<file path="src/rtl/vnu_lut_pkg.sv">
// Shared constants and FSM encoding for the decomposed variable-node LUT.
// Used by the loader and by the read-side address map.
// Package only: no timing or flow-control behaviour.
package vnu_lut_pkg;
    localparam int Y0_W        = 2;
    localparam int Y1_W        = 3;
    localparam int PAGE_ADDR_W = 5;
    localparam int DATA_W      = 3;
    localparam int PAGES       = 2 ** (Y0_W + Y1_W);

    typedef enum logic [1:0] {
        IDLE,
        LOAD,
        DONE
    } state_t;
endpackage

</file>
<file path="src/rtl/vn_page_cnt.sv">
// Modulo-PAGES page counter with clear/enable, presenting the count split into y0/y1 fields.
// Latency: count updates one cycle after clr/en; the last flag is a combinational decode of the count.
// Backpressure: none; the owner gates en.
module vn_page_cnt #(
    parameter int Y0_W = 2,
    parameter int Y1_W = 3
) (
    input  logic            clk,
    input  logic            rst,
    input  logic            clr,
    input  logic            en,
    output logic [Y0_W-1:0] y0,
    output logic [Y1_W-1:0] y1,
    output logic            last
);
    localparam int CW = Y0_W + Y1_W;

    logic [CW-1:0] cnt;

    // Natural binary overflow gives the modulo-PAGES wrap.
    always_ff @(posedge clk) begin
        if (rst)
            cnt <= '0;
        else if (clr)
            cnt <= '0;
        else if (en)
            cnt <= cnt + 1'b1;
    end

    assign y0   = cnt[CW-1:Y1_W];
    assign y1   = cnt[Y1_W-1:0];
    assign last = (cnt == {CW{1'b1}});
endmodule

</file>
<file path="src/rtl/vn_lut_loader.sv">
// Streams LUT entries in page order into the idle bank, then swaps the active bank.
// Latency: write beat registered one cycle after accept; load_done one cycle after DONE.
// Backpressure: s_ready is a pure state decode (high only in LOAD); s_valid low stalls the pass.
module vn_lut_loader #(
    parameter int Y0_W        = vnu_lut_pkg::Y0_W,
    parameter int Y1_W        = vnu_lut_pkg::Y1_W,
    parameter int PAGE_ADDR_W = vnu_lut_pkg::PAGE_ADDR_W,
    parameter int DATA_W      = vnu_lut_pkg::DATA_W
) (
    input  logic                   sys_clk,
    input  logic                   rst,
    input  logic                   load_start,
    input  logic                   load_abort,
    input  logic                   s_valid,
    input  logic [DATA_W-1:0]      s_data,
    output logic                   s_ready,
    output logic                   wr_en,
    output logic                   wr_bank,
    output logic [PAGE_ADDR_W-1:0] wr_page_addr,
    output logic [DATA_W-1:0]      wr_data,
    output logic                   active_bank,
    output logic                   busy,
    output logic                   load_done
);
    import vnu_lut_pkg::*;

    state_t          state_q, state_d;
    logic            cnt_clr, cnt_en, cnt_last;
    logic            accept, swap, latch_tgt;
    logic            tgt_bank;
    logic [Y0_W-1:0] y0;
    logic [Y1_W-1:0] y1;

    vn_page_cnt #(
        .Y0_W (Y0_W),
        .Y1_W (Y1_W)
    ) u_page_cnt (
        .clk  (sys_clk),
        .rst  (rst),
        .clr  (cnt_clr),
        .en   (cnt_en),
        .y0   (y0),
        .y1   (y1),
        .last (cnt_last)
    );

    always_ff @(posedge sys_clk) begin
        if (rst)
            state_q <= IDLE;
        else
            state_q <= state_d;
    end

    always_comb begin
        state_d   = state_q;
        s_ready   = 1'b0;
        busy      = 1'b0;
        cnt_clr   = 1'b0;
        cnt_en    = 1'b0;
        accept    = 1'b0;
        swap      = 1'b0;
        latch_tgt = 1'b0;
        case (state_q)
            IDLE: begin
                if (load_start) begin
                    latch_tgt = 1'b1;
                    cnt_clr   = 1'b1;
                    state_d   = LOAD;
                end
            end
            LOAD: begin
                s_ready = 1'b1;
                busy    = 1'b1;
                // Abort wins over a coincident accept; the partial bank is simply never swapped in.
                if (load_abort) begin
                    state_d = IDLE;
                end else if (s_valid) begin
                    accept = 1'b1;
                    cnt_en = 1'b1;
                    if (cnt_last)
                        state_d = DONE;
                end
            end
            DONE: begin
                busy    = 1'b1;
                swap    = 1'b1;
                state_d = IDLE;
            end
            default: state_d = IDLE;
        endcase
    end

    always_ff @(posedge sys_clk) begin
        if (rst) begin
            active_bank  <= 1'b0;
            tgt_bank     <= 1'b0;
            load_done    <= 1'b0;
            wr_en        <= 1'b0;
            wr_bank      <= 1'b0;
            wr_page_addr <= '0;
            wr_data      <= '0;
        end else begin
            load_done <= swap;
            wr_en     <= accept;
            if (swap)
                active_bank <= ~active_bank;
            if (latch_tgt)
                tgt_bank <= ~active_bank;
            if (accept) begin
                wr_bank      <= tgt_bank;
                wr_page_addr <= PAGE_ADDR_W'({y0, y1});
                wr_data      <= s_data;
            end
        end
    end
endmodule

</file>
<file path="config.mk">
export PLATFORM = sky130hd
export DESIGN_NAME = vn_lut_loader
export DESIGN_NICKNAME = d
export VERILOG_FILES = /design/src/rtl/vnu_lut_pkg.sv /design/src/rtl/vn_page_cnt.sv /design/src/rtl/vn_lut_loader.sv
export SDC_FILE = /design/constraint.sdc
export NUM_CORES = 1
export LEC_CHECK = 0
export CAP_MARGIN = 40
export CORE_UTILIZATION = 35
export CTS_BUF_LIST = sky130_fd_sc_hd__clkbuf_8
export DETAILED_ROUTE_END_ITERATION = 10
export GPL_TIMING_DRIVEN = 0
export PLACE_DENSITY_LB_ADDON = 0.25
export RECOVER_POWER = 50
export SETUP_SLACK_MARGIN = 0.15
export SYNTH_ARGS = -nofsm -noshare
export SYNTH_HDL_FRONTEND = slang
export SYNTH_SLANG_ARGS = --single-unit
</file>
<file path="constraint.sdc">
create_clock -name sys_clk -period 3 [get_ports sys_clk]
set_input_delay 0.3 -clock sys_clk [delete_from_list [all_inputs] [get_ports sys_clk]]
set_output_delay 0.3 -clock sys_clk [all_outputs]
set_load 0.1 [all_outputs]
</file>
# Yosys cells after proc, flatten, opt, wreduce, memory -nomap -nowiden
# Cells that the tools add are included.
# classes
muxes	13
add_sub_neg	1
eq_ne	6
bitwise	1
reduce_logical	4
# op_table
op	n
$mux 1	8
$mux 2	4
$ne 3x3->1 const B	2
$add 5x1->5 const B	1
$eq 5x5->1 const B	1
$pmux 2 s2	1
$reduce_or 2->1	2
$reduce_and 3->1	1
$eq 2x1->1 const B	1
$eq 2x2->1 const B	1
$logic_not 2->1	1
$ne 2x2->1 const B	1
$not 1->1	1
# word_totals
output_inout_bits	14
elab_cells	34
register_bits	20

# Logic depth before layout (Yosys ltp)
# Gate-level depths: netlist of run 1.
# depth
word_depth	5
mapped_depth	6
mapped_depth_nobuf	6

# Modules after synthesis
# Synthesis of run 1 repeated with hierarchy kept, for this count alone.
# unflattened
hier_cells	84
hier_area_um2	889.6
# modules_own_cells
mod	area_each_um2	seq_area_each_um2	cells_per_inst	n_inst
vn_lut_loader	629.4	300.3	61	1
vn_page_cnt	260.2	100.1	23	1

# Worst setup path after synthesis of run 1
# Ideal clock, no wire load.
# synth_timing
kind	register to register
start	register state_q[1]
end	register u_page_cnt.cnt[3]
n_path_buf	0
setup_ps	70
stages_incl_launch_ff	6
required_ps	2930
synth_period_minus_slack_ps	1991
path_slack_ps	1009
arrival_time_ps	1921
cell_sequence	dfxtp_1 > inv_1 > ha_1 > nand3b_4 > or3_1 > a21oi_1
# synth_via
elab_chain_len	3
# synth_rtl
element	line_no	text
from (decl)	vn_lut_loader.sv:27	state_t state_q, state_d;
from (signal assigned)	vn_lut_loader.sv:51	state_q <= state_d;
$logic_not 2->1	vn_lut_loader.sv:63	case (state_q)
$mux 1	vn_lut_loader.sv:63	
$reduce_or 2->1 (no line)	-	
to (signal assigned)	vn_page_cnt.sv:27	cnt <= cnt + 1'b1;
to (decl)	vn_page_cnt.sv:18	logic [CW-1:0] cnt;
# Parallel ways exist; a longest one is shown, timed or not.
# A chain may end at the register's enable or synchronous reset.

# Worst setup path in the final report of run 1
# layout_timing
start	register wr_data[0]
end	output wr_data[0]
# layout_lines
element	line_no	text
from (decl)	vn_lut_loader.sv:20	output logic [DATA_W-1:0] wr_data,
from (signal assigned)	vn_lut_loader.sv:112	wr_data <= s_data;
# No word-level cell between the ends.

==> reports/metrics.cfg, run 1 <==
[die]
num_io_pins = 22
fp-row-count = 17
initial_utilization_pct = 37.42
die_width_um = 50.87
dieArea_sq_mm = 0.002587
die_height_um = 50.87
floorplan.core_area_sq_mm = 0.002233

[global_routing]
grt-ovfl-total = 0
grt.total_usage_pct = 14.94
grt_antenna_before_repair = 0
grt_max_degree = 12
grt_first_pass_wirelength_um = 2891
first_global_vias = 715

[placement]
hpwlAfterDp_um = 1260
io_buffers = 20
pre_cts_slack_ps = 1207
placedInstanceArea_sq_mm = 0.001281
place.gp.congestion = 0.7825

[clock_network]
clockRootBuffer = clkbuf_8
cts-buffers-inserted = 3
cts_tree = yes
postCtsResizedCells = 0
clock_tree.htree_level_count = 1
clk_transition_reported_paths_ps = 70
cts_hold_repair.buffers = 0
clkSinkCount = 20
clk_path_buf_depth = 2
cts_setup_buffers = 0
clk-insertion-delay-late_ps = 260

[timing]
maxClockFrequency_mhz = 450.8
timing.final.setup_violations = 0
grt_setup_unrepaired = no
hold_violation_total_from_the_final_report = 0
worst_slew_pin_slew_ps = 1161
final.min_clock_period_ps = 2218
timing.setup.tns_ps = 0
setup_ws_ps = 781.6
timing.clock.skew_ps = 1.142
timing_max_transition_violations_final = 0
relSlewSlack_pct = 22.95
post-route-period-util_pct = 73.95

[worst_setup_path]
crit_path_max_fanout = 2
critical_path_arrival_ps = 1920
r2r_start = state_q[1]
setup.worst_path.end_class = primary output
regToRegEndpoint = wr_page_addr[2]
worst-r2r-setup-slack_ps = 1380
required_ps = 2700
path_class = flop to primary output
worst_setup_path_start_kind = flop
r2r_worst_path_depth = 6

[finish]
num-nets-final = 150
fin_area_sq_mm = 0.001275
post-route-util_pct = 57.09
final_layout_size_suffix_gt1_share_pct = 11.11
most-common-layout-cells = nand2_1, dfxtp_1, clkdlybuf4s50_1
synthToLayoutAreaGrowth_pct = 52.54
layout_commonest_cell = nand2_1
n_antenna_cell = 0

[pwr]
static-leakage-power_nw = 0.4825
worst_ir_drop_vdd_uv = 281.2
power_w = 0.0006374
power_frac_comb_pct = 24.7
pwr_density_cell_mw_per_mm2 = 499.9
total_switching_power_w = 0.0001920
power.switching_fraction_pct = 30.12
clockPowerShare_pct = 31.7
seq_power_share_pct = 43.6
p_int_w = 0.0004454

[route]
routed-wl-met2_um = 801
routedWlPerCell_um = 10.23
dr_wl_met3_um = 64
total_routed_length_um = 1667
antenna_left = 0
drt_first_pass_iters = 4
first_iter_violations = 8
wl_met1_um = 777
drt-vias-per-instance = 4.595
highest_metal_used = met4
drcViolationCount = 0
vias = 749

[hold_path]
startpoint_of_the_lowest_slack_hold_path = rst
min_path_type = input port to flop
whs_path_depth = 2
worstHoldEndpoint = wr_data[0]

[yosys]
yosys.cell_types.count = 21
post_synth_design_cell_area_sq_um = 835.8
seq_area_frac_synth_pct = 47.90
synth-seq-cells = 20
yosys_warn_count = 0
synthesis.nets = 111
synth_area_leaders = dfxtp_1, nand2_1, a21oi_1
yosys.area.top_type = dfxtp_1
post_synth.cell_area_avg_sq_um = 8.617
synth_top_cell_area_share_pct = 47.90
synthCells = 97

[flow_run]
maxCapViolCount = 0

[run_status]
status = finished clean

[logic make-up (layout without fill, tap and decap cells)]
logic type      count (synthesis)  count (layout)  synth area share (%)
xor+xnor                        2               2                 2.096
simple gates                   41              41                 24.25
fa+ha+maj                       6               6                 8.982
compound gates                 19              19                 11.53
mux                             1               1                 1.198
buf+inv                         8              46                 4.042
flops                          20              20                 47.90
[cells in the mapped netlist]
cell and n:
clkbuf_1 3, a21oi_1 15, nor2b_1 2, dfxtp_1 20, nand2b_1 3, and3b_1 1
mux2i_1 1, ha_1 6, xnor2_1 2, nand3_1 1, o21ai_0 3, nand2_1 25
nor2_1 3, buf_4 1, a31oi_1 1, or3_1 2, or2_2 1, nand3b_4 1
nor3b_1 1, and3_1 1, inv_1 4
[how the worst max path moves through the flow]
stage / from / to / slack [ps] / cells past startpoint
floorplan: state_q[1] / u_page_cnt.cnt[3] / 1010 / 5
global placement: state_q[1] / s_ready / 830 / 3
detailed placement: state_q[1] / s_ready / 1210 / 4
CTS: state_q[1] / s_ready / 910 / 4
global route: wr_data[1] / wr_data[1] / 740 / 2
finish: wr_data[0] / wr_data[0] / 780 / 2
[stage by stage]
stage                     hold slack [ps]  cells
final                               379.3    163
after global routing                410.8    163
after CTS                           388.0    163
after detailed placement            449.8    159
after global placement              440.4    145
after floorplan                     432.2     97
[routing by layer]
metal,vias to the layer above,GRT usage (%)
met1,340,16.97
li1,389,-
met4,0,6.944
met2,17,26.22
met3,3,3.571
met5,-,0
[power groups by stage]
stage | sequential (W) | combinational [W] | clock (W)
floorplan | 0.000302 | 0.0000903 | 0
CTS | 0.000278 | 0.000169 | 0.000207
global route | 0.000278 | 0.000168 | 0.000219
finish | 0.000278 | 0.000157 | 0.000202
global placement | 0.000284 | 0.000139 | 0
detailed placement | 0.000284 | 0.000168 | 0
[cell type report]
| cell class | count | area [sq um] |
|---|---|---|
| buffer | 4 | 15.01 |
| clock buffer | 4 | 55.05 |
| fill | 222 | 958.4 |
| inverter | 4 | 15.01 |
| multi-input combinational | 69 | 389.1 |
| sequential | 20 | 400.4 |
| tap | 28 | 35.03 |
| timing repair buffer | 34 | 365.4 |
[critical path, cell delays in order (launching register included)]
cell and delay, ps:
dfxtp_1 330, clkdlybuf4s50_1 480, clkbuf_1 860
[registers in the layout (all words and copies together), names as in the netlist]
name and cells:
u_page_cnt.cnt 5, wr_page_addr 5, wr_data 3, state_q 2, active_bank 1, load_done 1
tgt_bank 1, wr_bank 1, wr_en 1
Note: power is estimated with default switching activity, not from simulation.
==> inputs of run 2 (changes only) <==
- clock period: 3 -> 1.8 ns (I/O delays scaled with it)
==> run 2 against run 1 <==
Net effect: power up 66%; wire length grew 8.0%; critical path depth stayed put; sequential cell count is the same; largest cell class is now multi-input gates; core utilization fell by 0.22 points; first-iteration DRC count decreased by 63%; combinational power increased by 64%; cell area is 0.39% lower.
==> reports/metrics.cfg, run 2 (same netlist as run 1, synthesis figures left out) <==
[placement]
hpwlAfterDp_um = 1430  ; was 1260 um
io_buffers = 20  ; unchanged
place.gp.congestion = 0.7354  ; was 0.7825

[clock_network]
cts_hold_repair.buffers = 0  ; unchanged
cts_setup_buffers = 0  ; unchanged
clk-insertion-delay-late_ps = 250  ; was 260 ps
clkSinkCount = 20  ; unchanged
clock_tree.htree_level_count = 1  ; unchanged
cts_tree = yes  ; unchanged
clk_path_buf_depth = 2  ; unchanged
postCtsResizedCells = 6  ; was 0
cts-buffers-inserted = 3  ; unchanged
clockRootBuffer = clkbuf_8  ; unchanged
clk_transition_reported_paths_ps = 70  ; about the same

[flow_run]
maxCapViolCount = 0  ; unchanged

[worst_setup_path]
r2r_start = state_q[1]  ; unchanged
delay_contributed_by_the_slowest_stage_of_the_critical_path_ps = 480  ; was 860 ps
path_class = flop to primary output  ; unchanged
worst_path_dominant_cell_family = buffers and inverters  ; unchanged
worstPathCellList = clkdlybuf4s50_1 -> buf_2  ; was clkdlybuf4s50_1 -> clkbuf_1
worst-r2r-setup-slack_ps = 310  ; was 1380 ps
worst-path-buf-inv = 2  ; unchanged
cp_num_cells = 2  ; unchanged
worst_setup_path_start_kind = flop  ; unchanged
required_ps = 1620  ; was 2700 ps
critical_path_arrival_ps = 1480  ; was 1920 ps
r2r_worst_path_depth = 6  ; unchanged
setup.worst_path.end_class = primary output  ; unchanged
regToRegEndpoint = u_page_cnt.cnt[4]  ; was wr_page_addr[2]
slowest_stage = clkdlybuf4s50_1  ; was clkbuf_1
crit_path_max_fanout = 2  ; unchanged

[global_routing]
first_global_vias = 764  ; was 715
grt.total_usage_pct = 14.94  ; unchanged
grt_first_pass_wirelength_um = 3015  ; was 2891 um
grt_antenna_before_repair = 0  ; unchanged
grt_max_degree = 12  ; unchanged
grt-ovfl-total = 0  ; unchanged

[pwr]
p_int_w = 0.0007353  ; was 0.0004454 W
total_switching_power_w = 0.0003212  ; was 0.0001920 W
seq_power_share_pct = 43.9  ; was 43.6%
pwr_density_cell_mw_per_mm2 = 831.9  ; was 499.9 mW/mm^2
static-leakage-power_nw = 0.5181  ; was 0.4825 nW
power.switching_fraction_pct = 30.41  ; was 30.12%
power_frac_comb_pct = 24.4  ; was 24.7%
power_w = 0.001057  ; was 0.0006374 W
clockPowerShare_pct = 31.7  ; about the same
worst_ir_drop_vdd_uv = 574.3  ; was 281.2 uV

[timing]
final.hold.worst_slack_ps = 276.0  ; was 379.3 ps
grt_setup_unrepaired = no  ; unchanged
final.min_clock_period_ps = 1663
post-route-period-util_pct = 92.36
timing_max_transition_violations_final = 0  ; unchanged
hold_violation_total_from_the_final_report = 0  ; unchanged
maxClockFrequency_mhz = 601.5
relSlewSlack_pct = 67.46  ; was 22.95%
timing.final.setup_violations = 0  ; unchanged
worst_slew_pin_slew_ps = 491.5  ; was 1161 ps
timing.clock.skew_ps = 2.252  ; was 1.142 ps

[die]
die_width_um = 50.87  ; unchanged
floorplan.core_area_sq_mm = 0.002233  ; unchanged
num_io_pins = 22  ; unchanged
fp-row-count = 17  ; unchanged
die_height_um = 50.87  ; unchanged
dieArea_sq_mm = 0.002587  ; unchanged
initial_utilization_pct = 37.42  ; unchanged

[finish]
num-fill-cells = 217  ; was 222
n_antenna_cell = 0  ; unchanged
post-route-util_pct = 56.86  ; was 57.09%
layout_top_registers = u_page_cnt.cnt (5), wr_page_addr (5), wr_data (3)  ; unchanged
layout_commonest_cell = nand2_1  ; unchanged
final_layout_size_suffix_gt1_share_pct = 16.42  ; was 11.11%
synthToLayoutAreaGrowth_pct = 51.95  ; was 52.54%
most-common-layout-cells = nand2_1, dfxtp_1, clkdlybuf4s50_1  ; unchanged
num-nets-final = 149  ; was 150

[route]
vias = 744  ; was 749
drcViolationCount = 0  ; unchanged
first_iter_violations = 3  ; was 8
drt-vias-per-instance = 4.593  ; was 4.595
highest_metal_used = met3  ; was met4
dr_wl_met3_um = 56  ; was 64 um
wl_met1_um = 772  ; was 777 um
total_routed_length_um = 1800  ; was 1667 um
drt_first_pass_iters = 3  ; was 4
antenna_left = 0  ; unchanged
routedWlPerCell_um = 11.11  ; was 10.23 um
routed-wl-met2_um = 972  ; was 801 um

[hold_path]
worstHoldEndpoint = wr_data[2]  ; was wr_data[0]
startpoint_of_the_lowest_slack_hold_path = rst  ; unchanged
whs_path_depth = 2  ; unchanged
min_path_type = input port to flop  ; unchanged

[run_status]
status = finished clean  ; unchanged

-- run 2: cell count changes in the layout (fill, tap and decap cells not counted), sizes merged --
cell           before  now
buf                10   15
clkbuf             12    7
clkdlybuf4s50      20   18
dlygate4sd2         0    1
-- run 2: per-stage QoR --
step	setup TNS [ps]	area, sq um	cells	setup WS (ps)
2_1_floorplan	0	838.3	97	150.5
3_3_place_gp	-394.6	1074	145	-203.6
3_5_place_dp	0	1284	159	194.6
4_1_cts	0	1349	162	249.8
5_1_grt	0	1270	162	112.6
6_report	0	1270	162	137.5
-- run 2: worst max path at each step --
stage / end / start
after floorplan: u_page_cnt.cnt[3] / state_q[1]
after global placement: busy / state_q[0]
after detailed placement: busy / state_q[0]
after CTS: active_bank / active_bank
after global routing: load_done / load_done
final: wr_data[0] / wr_data[0]
-- run 2: cell type report --
| cell class | instances | area [sq um] | area share [%] |
|---|---|---|---|
| plain buffers | 4 | 18.77 | 1.478 |
| flip-flops and latches | 20 | 400.4 | 31.53 |
| repair buffers | 33 | 344.1 | 27.09 |
| multi-input cells | 69 | 401.6 | 31.63 |
| clock buffers | 4 | 55.05 | 4.335 |
| well taps | 28 | 35.03 | 2.759 |
| inverters | 4 | 15.01 | 1.182 |
-- run 2: routing by layer --
| metal | vias to the layer above | GRT usage (%) |
|---|---|---|
| li1 | 388 | - |
| met5 | - | 0 |
| met3 | 0 | 2.381 |
| met4 | 0 | 4.167 |
| met1 | 340 | 15.31 |
| met2 | 16 | 30.44 |
-- run 2: power groups by stage --
stage | logic, W | registers (W) | clock network, W
CTS | 0.000289 | 0.000467 | 0.000341
detailed placement | 0.000281 | 0.000474 | 0
global route | 0.000276 | 0.000465 | 0.000359
floorplan | 0.000152 | 0.000503 | 0
finish | 0.000258 | 0.000463 | 0.000335
global placement | 0.000232 | 0.000473 | 0
-- run 2: worst reg2reg max path, stage by stage (launching register included) --
cell	delay (ps)
dfxtp_1	350
inv_2	70
ha_1	260
nand3b_4	140
clkbuf_1	350
nand2_1	100
a21oi_1	160
==> inputs of run 3 (changes only) <==
- CORE_MARGIN: unset -> 2
- HOLD_SLACK_MARGIN: unset -> 0.05
==> run 3 against run 2 <==
Net effect: non-clock buffer count did not move; final cell count fell by 0.62%; clock power fell by 15%; sequential power barely moved; wire length fell by 5.4%; sequential share of layout area fell by 0.15 points; hold slack got worse by 7.0 ps; register-to-register slack got worse by 20 ps; first-iteration DRC count rose by 67%; worst setup slack improved by 13 ps.
==> reports/metrics.cfg, run 3 (same netlist as run 1, synthesis figures left out) <==
[timing]
final.min_clock_period_ps = 1649  ; was 1663 ps
timing.clock.skew_ps = 3.068  ; was 2.252 ps
timing_max_transition_violations_final = 0  ; unchanged
post-route-period-util_pct = 91.63  ; was 92.36%
hold_violation_total_from_the_final_report = 0  ; unchanged
grt_setup_unrepaired = no  ; unchanged
final.hold.worst_slack_ps = 269.0  ; was 276.0 ps
maxClockFrequency_mhz = 606.3  ; was 601.5 MHz
relSlewSlack_pct = 67.67  ; was 67.46%
worst_slew_pin_slew_ps = 488.3  ; was 491.5 ps
setup_ws_ps = 150.7  ; was 137.5 ps
timing.final.setup_violations = 0  ; unchanged

[die]
initial_utilization_pct = 37.42  ; unchanged
fp-row-count = 17  ; unchanged
dieArea_sq_mm = 0.002795  ; was 0.002587 sq mm
die_width_um = 52.87  ; was 50.87 um
floorplan.core_area_sq_mm = 0.002233  ; unchanged
num_io_pins = 22  ; unchanged
die_height_um = 52.87  ; was 50.87 um

[clock_network]
clkSinkCount = 20  ; unchanged
clk_transition_reported_paths_ps = 70  ; about the same
cts_tree = yes  ; unchanged
clk_path_buf_depth = 2  ; unchanged
cts-buffers-inserted = 3  ; unchanged
clk-insertion-delay-late_ps = 260  ; was 250 ps
clockRootBuffer = clkbuf_8  ; unchanged
cts_hold_repair.buffers = 0  ; unchanged
clock_tree.htree_level_count = 1  ; unchanged

[worst_setup_path]
setup.worst_path.end_class = primary output  ; unchanged
crit_path_max_fanout = 2  ; unchanged
delay_contributed_by_the_slowest_stage_of_the_critical_path_ps = 470  ; was 480 ps
slowest_stage = clkdlybuf4s50_1  ; unchanged
worstPathCellList = clkdlybuf4s50_1 -> buf_2  ; unchanged
required_ps = 1620  ; about the same
worst-path-buf-inv = 2  ; unchanged
crit_path_start = wr_data[0]  ; unchanged
r2r_start = state_q[1]  ; unchanged
worst_path_dominant_cell_family = buffers and inverters  ; unchanged
worst_setup_path_start_kind = flop  ; unchanged
critical_path_arrival_ps = 1470  ; was 1480 ps
path_class = flop to primary output  ; unchanged

[pwr]
power_w = 0.001006  ; was 0.001057 W
worst_ir_drop_vdd_uv = 505.8  ; was 574.3 uV
static-leakage-power_nw = 0.5141  ; was 0.5181 nW
pwr_density_cell_mw_per_mm2 = 788.3  ; was 831.9 mW/mm^2

[placement]
place.detailed.instances = 159  ; unchanged
pre_cts_slack_ps = 174.0  ; was 194.6 ps
place.gp.congestion = 0.7958  ; was 0.7354
io_buffers = 20  ; unchanged
hpwlAfterDp_um = 1271  ; was 1430 um

[route]
total_routed_length_um = 1702  ; was 1800 um
drt_first_pass_iters = 4  ; was 3
routedWlPerCell_um = 10.57  ; was 11.11 um
first_iter_violations = 5  ; was 3
drt-vias-per-instance = 4.665  ; was 4.593
antenna_left = 0  ; unchanged
drcViolationCount = 0  ; unchanged
vias = 751  ; was 744

[finish]
stdcell_count = 161  ; was 162
synthToLayoutAreaGrowth_pct = 52.69  ; was 51.95%
most-common-layout-cells = nand2_1, dfxtp_1, clkdlybuf4s50_1  ; unchanged
layout_top_registers = u_page_cnt.cnt (5), wr_page_addr (5), wr_data (3)  ; unchanged
final_layout_size_suffix_gt1_share_pct = 15.79  ; was 16.42%
layout_commonest_cell = nand2_1  ; unchanged
num-fill-cells = 201  ; was 217
n_antenna_cell = 0  ; unchanged
num-nets-final = 149  ; unchanged

[hold_path]
startpoint_of_the_lowest_slack_hold_path = rst  ; unchanged
min_path_type = input port to flop  ; unchanged

[global_routing]
grt_max_degree = 11  ; was 12
grt-ovfl-total = 0  ; unchanged
grt_first_pass_wirelength_um = 2663  ; was 3015 um
grt_antenna_before_repair = 0  ; unchanged
grt.total_usage_pct = 13.48  ; was 14.94%
first_global_vias = 674  ; was 764

[run_status]
status = finished clean  ; unchanged

[flow_run]
maxCapViolCount = 0  ; unchanged

[run 3: cell count changes in the layout (fill, tap and decap cells not counted)]
cell      delta
buf_2        -2
buf_8        +2
clkbuf_8     -1
[run 3: final timing paths]
path / end / slack, ps / depth (start not counted)
setup / recovery: wr_data[0] / 150 / 2
hold / removal: wr_data[2] / 270 / 2
setup reg to reg: wr_data[1] / 290 / 6
hold reg to reg: wr_bank / 450 / 2
[run 3: final cells by class]
cell class | count | area, sq um | share of cell area, %
buffer | 4 | 18.77 | 1.471
clock buffer | 3 | 41.29 | 3.235
inverter | 4 | 15.01 | 1.176
multi-input combinational | 69 | 401.6 | 31.47
sequential | 20 | 400.4 | 31.37
tap | 28 | 35.03 | 2.745
timing repair buffer | 33 | 364.1 | 28.53
[run 3: stage by stage]
| stage | cell area [sq um] | utilization, % | setup TNS [ps] |
|---|---|---|---|
| final | 1276 | 57.14 | 0 |
| after global routing | 1276 | 57.14 | 0 |
| after CTS | 1335 | 59.78 | 0 |
| after detailed placement | 1284 | 57.48 | 0 |
| after global placement | 1074 | 48.07 | -398.4 |
| after floorplan | 838.3 | - | 0 |
[run 3: what timing repair did]
item | CTS | global route
gates resized for setup | 6 | 0
setup endpoints to repair | 2 | 0
buffers inserted | 0 | 0
[run 3: power by group]
part           internal (W)  switching (W)
sequential         0.000456     0.00000828
clock              0.000149       0.000137
combinational     0.0000860       0.000171
[run 3: per-layer routing]
metal	routed length, um	track usage [%]	vias up
met2	859	24.38	19
li1	-	-	389
met5	0	0	-
met3	99	4.237	3
met4	32	7.692	0
met1	710	13.41	340
